--- src/rtl/pc_gen.sv ---
// ---------------------------------------------------------------------------
// pc_gen -- program-counter generator for the RV32I core.
//
// Holds the fetch PC and picks the next one from four sources: sequential
// (+4), register-indirect (JALR), immediate target (branch/JAL) and the trap
// vector. A JALR or branch redirect that arrives while the pipeline is
// stalled is parked in a pending register. It is applied when the stall
// releases. Redirect targets that are not aligned are replaced by the trap
// vector, and the offending address is captured in bad_addr.
//
// Ports:
//   clk              rising-edge clock
//   rst              asynchronous, active-high reset
//   stall            1 = hold the PC this cycle
//   pc_src           00 = +4, 01 = pc_next, 10 = imm_address, 11 = trap
//   pc_next          register-indirect target
//   imm_address      immediate target
//   pc_out           current fetch PC (registered)
//   pc_plus4         pc_out + 4 (combinational, wraps modulo 2^XLEN)
//   pc_valid         pc_out is a valid fetch address
//   redirect_pending a buffered redirect waits for the stall to release
//   misalign_trap    one-cycle pulse when a misaligned redirect is trapped
//   bad_addr         last misaligned target, held until the next one
// ---------------------------------------------------------------------------
module pc_gen #(
    parameter int              XLEN         = 32,
    parameter logic [XLEN-1:0] RESET_VECTOR = '0,
    parameter logic [XLEN-1:0] TRAP_VECTOR  = XLEN'(32'h0000_0100),
    parameter int              ALIGN_BITS   = 2
) (
    input  logic            clk,
    input  logic            rst,
    input  logic            stall,
    input  logic [1:0]      pc_src,
    input  logic [XLEN-1:0] pc_next,
    input  logic [XLEN-1:0] imm_address,
    output logic [XLEN-1:0] pc_out,
    output logic [XLEN-1:0] pc_plus4,
    output logic            pc_valid,
    output logic            redirect_pending,
    output logic            misalign_trap,
    output logic [XLEN-1:0] bad_addr
);

    typedef enum logic [1:0] {
        BOOT = 2'd0,
        RUN  = 2'd1,
        HOLD = 2'd2
    } state_t;

    localparam logic [1:0] SRC_SEQ  = 2'b00;
    localparam logic [1:0] SRC_JALR = 2'b01;
    localparam logic [1:0] SRC_IMM  = 2'b10;
    localparam logic [1:0] SRC_TRAP = 2'b11;

    // Low target bits that must be zero for a fetch address to be legal.
    localparam logic [XLEN-1:0] ALIGN_MASK = (XLEN'(1) << ALIGN_BITS) - XLEN'(1);

    state_t          state_q, state_d;
    logic [XLEN-1:0] pc_q, pc_d;
    logic [XLEN-1:0] pending_q, pending_d;
    logic [XLEN-1:0] bad_q, bad_d;
    logic            valid_q, valid_d;
    logic            misalign_q, misalign_d;

    // A redirect that must go through the alignment check this cycle.
    logic            apply_redirect;
    logic [XLEN-1:0] redirect_target;
    logic [XLEN-1:0] new_target;
    logic            is_redirect;

    assign new_target  = (pc_src == SRC_JALR) ? pc_next : imm_address;
    assign is_redirect = (pc_src == SRC_JALR) || (pc_src == SRC_IMM);

    always_comb begin
        // NOTE: every signal gets a default first so no path through the
        // case statements can leave one unassigned and infer a latch.
        state_d         = state_q;
        pc_d            = pc_q;
        pending_d       = pending_q;
        bad_d           = bad_q;
        valid_d         = valid_q;
        misalign_d      = 1'b0;
        apply_redirect  = 1'b0;
        redirect_target = new_target;

        unique case (state_q)
            BOOT: begin
                // The first fetch goes to RESET_VECTOR. Inputs are ignored here.
                state_d = RUN;
                valid_d = 1'b1;
            end
            RUN, HOLD: begin
                if (pc_src == SRC_TRAP) begin
                    // A trap wins over stall and over any parked redirect.
                    pc_d      = TRAP_VECTOR;
                    pending_d = '0;
                    state_d   = RUN;
                end else if (stall) begin
                    // The PC holds. The newest redirect overwrites the parked one.
                    if (is_redirect) begin
                        pending_d = new_target;
                        state_d   = HOLD;
                    end
                end else if (is_redirect) begin
                    // A fresh redirect beats and discards any parked one.
                    apply_redirect = 1'b1;
                    pending_d      = '0;
                    state_d        = RUN;
                end else if (state_q == HOLD) begin
                    apply_redirect  = 1'b1;
                    redirect_target = pending_q;
                    pending_d       = '0;
                    state_d         = RUN;
                end else begin
                    pc_d = pc_plus4;
                end
            end
            default: state_d = BOOT;
        endcase

        if (apply_redirect) begin
            if ((redirect_target & ALIGN_MASK) != '0) begin
                pc_d       = TRAP_VECTOR;
                misalign_d = 1'b1;
                bad_d      = redirect_target;
            end else begin
                pc_d = redirect_target;
            end
        end
    end

    always_ff @(posedge clk or posedge rst) begin
        // NOTE: the pending register is reset along with the other state, so
        // a reset in HOLD cannot leave a stale target behind.
        if (rst) begin
            state_q    <= BOOT;
            pc_q       <= RESET_VECTOR;
            pending_q  <= '0;
            bad_q      <= '0;
            valid_q    <= 1'b0;
            misalign_q <= 1'b0;
        end else begin
            // NOTE: non-blocking assignments let every register sample the
            // values from before the clock edge, whatever order they are written in.
            state_q    <= state_d;
            pc_q       <= pc_d;
            pending_q  <= pending_d;
            bad_q      <= bad_d;
            valid_q    <= valid_d;
            misalign_q <= misalign_d;
        end
    end

    assign pc_out           = pc_q;
    assign pc_plus4         = pc_q + XLEN'(4);
    assign pc_valid         = valid_q;
    assign redirect_pending = (state_q == HOLD);
    assign misalign_trap    = misalign_q;
    assign bad_addr         = bad_q;

endmodule

--- config.mk ---
export PLATFORM = sky130hd
export DESIGN_NAME = pc_gen
export DESIGN_NICKNAME = d
export VERILOG_FILES = /design/src/rtl/pc_gen.sv
export SDC_FILE = /design/constraint.sdc
export NUM_CORES = 1
export LEC_CHECK = 0
export CAP_MARGIN = 5
export CORE_UTILIZATION = 53
export CTS_BUF_LIST = sky130_fd_sc_hd__clkbuf_4 sky130_fd_sc_hd__clkbuf_8
export DETAILED_ROUTE_END_ITERATION = 16
export GPL_ROUTABILITY_DRIVEN = 0
export PLACE_DENSITY = 0.9
export SYNTH_ARGS = -nofsm -noshare
export SYNTH_HDL_FRONTEND = slang
export SYNTH_SLANG_ARGS = --single-unit
--- constraint.sdc ---
create_clock -name clk -period 6.45 [get_ports clk]
set_input_delay 1.29 -clock clk [delete_from_list [all_inputs] [get_ports clk]]
set_output_delay 1.29 -clock clk [all_outputs]
set_load 0.02 [all_outputs]
==> qor.yml <==
skew_ns: 0.0124
finalSetupViolations: 0
core-area_um2: 10400
vias: 5556
wirelength_um: 17500
max_freq_mhz: 216
status: "finished clean"
ioPinCount: 168
place_hpwl_um: 12900
required_ns: 5.16
power_density_nw_per_um2: 439
yosysSeqAreaShare_pct: 43.7
hold_violations: 0
htree_num_levels: 3
holdPathEnd: "pending_q[25]$_DFFE_PP0P_"
drc: 0
p_clk_share_pct: 12.0
tns_ns: 0
intPower_mw: 1.82
postCtsSetupRepairBufs: 0
setup_slack_ns: 1.83
die_w_um: 106
grt_pass1_wl_um: 28100
synth_edf_count: 0
grt.total_usage_pct: 32.0
cts_buffers: 9
clock_latency_ns: 0.38
cts_tree: "yes"
fin_cells: 887
p_comb_share_pct: 52.0
met3_length_um: 1850
ys_ff_latch: 100
crit_path_top_delay_cell: "clkdlybuf4s50_1"
hold_depth: 2
grt_pass1_vias: 5408
root_buffer: "clkbuf_8"
switching_share_pct: 45.6
syn_nets: 681
final_nets: 822
worstSetupEndpointType: "output pin"
synth.avg_cell_area_um2: 9.46
peakVddDrop_uv: 264
hold_buffers: 0
relSlewSlack_pct: 28.5
insertedDiodeCount: 0
pre_cts_ws_ns: 2.02
die-area_um2: 11200
antenna_found_initial: 0
async_flop_share_pct: 100
initial_core_util_pct: 55.0
rr_endpoint: "bad_addr[18]$_DFFE_PP0P_"
path_max_fanout: 8
yosys_most_used_dff: "dfrtp_1"
reg2reg_slack_ns: 3.32
rows: 37
wl_met2_um: 8520
ant_nets: 0
vias_per_cell: 6.26
slowest_delay_ns: 0.61
netlist_area_um2: 5720
topRoutingLayerUsed: "met4"
min_period_ns: 4.62
wl_per_cell_um: 19.7
grt_start_max_net_pins: 65
drv_slew: 0
hp-class: "flop to flop"
cts_resized: 0
ff2ff_path_depth: 7
drive_gt1_share_pct: 7.86
criticalPathCategory: "flop to output pin"
rr_startpoint: "state_q[0]$_DFFE_PP0P_"
ys_types: 63
die_h_um: 106
port_buffers: 167
p_switching_mw: 1.53
path_cells: "ha_1, nand4_4, or3_4, nor4_2, xor2_1, clkdlybuf4s50_1"
drt_first_pass_iters: 9
pwr-share-seq_pct: 36.0
gr-total-overflow: 0
final_util_pct: 73.2
clk_pin_slew_ns: 0.10
fin_crit_sh_pct: 71.7
worstPathArrival_ns: 3.33
dp_cells: 871
synth_warnings: 0
rsz0062_at_grt: "no"
met1_length_um: 6650
drv_cap: 0
cp-start-kind: "flop"
hold_start: "pending_q[25]$_DFFE_PP0P_"
p_leak_nw: 3.39
area_delta_synth_final_pct: 33.2
finalHoldWorstSlack_ns: 0.490
worst_slew_pin_slew_ns: 1.07
fillers: 740
netlist_instances: 605
numClockSinks: 100
drt-initial-drc-count: 511
clockBufferDepth: 2
-- registers in the layout, indices dropped and copies added, names as in the netlist --
name           flops
state_q            2
pc_out            32
pending_q         32
bad_addr          32
misalign_trap      1
pc_valid           1
-- placed cells by master, fill, tap and decap left out, types with 10 or more instances in the layout --
master,netlist,routed
clkdlybuf4s50_1,0,167
dfrtp_1,100,100
nand2_1,91,89
o21ai_0,53,53
mux2i_1,30,30
nor2_1,27,27
mux2_2,21,21
inv_1,16,15
a21oi_1,15,15
a211oi_1,14,14
xor2_1,14,14
o31ai_1,14,14
xnor2_1,14,14
o21ai_1,13,13
nand3_1,12,11
a21o_1,11,11
and3_1,11,11
clkbuf_8,0,10
-- metrics by stage --
stage	power (mW)	cell area, um2
2_1_floorplan	2.09	5720
3_3_place_gp	2.85	7430
3_5_place_dp	2.93	7430
4_1_cts	3.32	7630
5_1_grt	3.51	7630
6_report	3.35	7630
-- kinds of logic (layout without fill, tap and decap cells) --
| kind of cell | Yosys count | after routing | share of synthesized area, % |
|---|---|---|---|
| compound gates | 165 | 165 | 19.0 |
| xor+xnor | 28 | 28 | 4.28 |
| fa+ha+maj | 7 | 7 | 1.53 |
| buf+inv | 57 | 203 | 4.09 |
| flops | 100 | 100 | 43.7 |
| mux | 51 | 51 | 9.38 |
| simple gates | 197 | 197 | 18.0 |
-- power groups by stage --
| stage | clock, mW | sequential (mW) | combinational (mW) |
|---|---|---|---|
| 2_1_floorplan | 0 | 1.32 | 0.772 |
| 3_3_place_gp | 0 | 1.19 | 1.66 |
| 3_5_place_dp | 0 | 1.20 | 1.73 |
| 4_1_cts | 0.398 | 1.19 | 1.74 |
| 5_1_grt | 0.421 | 1.23 | 1.86 |
| 6_report | 0.402 | 1.21 | 1.74 |
-- Yosys cell counts, types with 3 or more instances --
cell | count | area, um2
dfrtp_1 | 100 | 2500
nor2_1 | 27 | 101
nor3_2 | 3 | 30.0
xor2_1 | 14 | 123
ha_1 | 7 | 87.6
a22o_1 | 4 | 35.0
nand3_1 | 12 | 60.1
mux2_2 | 21 | 236
or3_1 | 3 | 18.8
o31ai_1 | 14 | 105
o21ai_1 | 13 | 65.1
xnor2_1 | 14 | 123
clkbuf_1 | 28 | 105
a21oi_1 | 15 | 75.1
mux2i_1 | 30 | 300
a211o_1 | 7 | 61.3
nor3b_1 | 5 | 37.5
a211oi_1 | 14 | 105
a31oi_1 | 3 | 18.8
buf_2 | 10 | 50.1
o21ai_0 | 53 | 265
a21o_1 | 11 | 82.6
nand2_1 | 91 | 342
nor2b_1 | 4 | 25.0
inv_1 | 16 | 60.1
a221o_1 | 6 | 60.1
nor3_1 | 8 | 40.0
and2_1 | 4 | 25.0
nand4_1 | 8 | 50.1
and3_1 | 11 | 68.8
nor4_2 | 3 | 37.5
o32a_1 | 4 | 40.0
o22ai_1 | 4 | 25.0
-- worst max-delay path: cells and delay by family, from the launching register on --
family	cells	cell delay, ns
xor+xnor	1	0.18
fa+ha+maj	1	0.35
buf+inv	1	0.61
simple gates	3	1.26
flops	1	0.56
-- worst max-delay path by stage --
stage	startpoint	slack (ns)	endpoint	cells past startpoint
after floorplan	rst	2.54	bad_addr[0]$_DFFE_PP0P_	1
after global placement	pc_src[0]	2.27	bad_addr[2]$_DFFE_PP0P_	6
after detailed placement	pc_src[0]	2.02	bad_addr[18]$_DFFE_PP0P_	7
after CTS	pc_out[2]$_DFFE_PP0P_	1.89	pc_plus4[26]	6
after global routing	pc_out[2]$_DFFE_PP0P_	1.76	pc_plus4[26]	6
final	pc_out[2]$_DFFE_PP0P_	1.83	pc_plus4[26]	6
-- routing by layer --
layer / track usage, % / vias up
met3: 5.33 / 50
met1: 43.0 / 2666
met5: 0 / -
met4: 11.1 / 0
li1: - / 2457
met2: 52.7 / 383
-- final cells by class --
cell class	instances	area, um2	share of cell area (%)
Timing Repair Buffer	171	1700	22.3
Inverter	16	62.6	0.820
Clock inverter	6	53.8	0.705
Tap cell	136	170	2.23
Sequential cell	100	2500	32.8
Clock buffer	10	138	1.80
Multi-Input combinational cell	448	3000	39.3
Note: power is estimated with default switching activity, not from simulation.
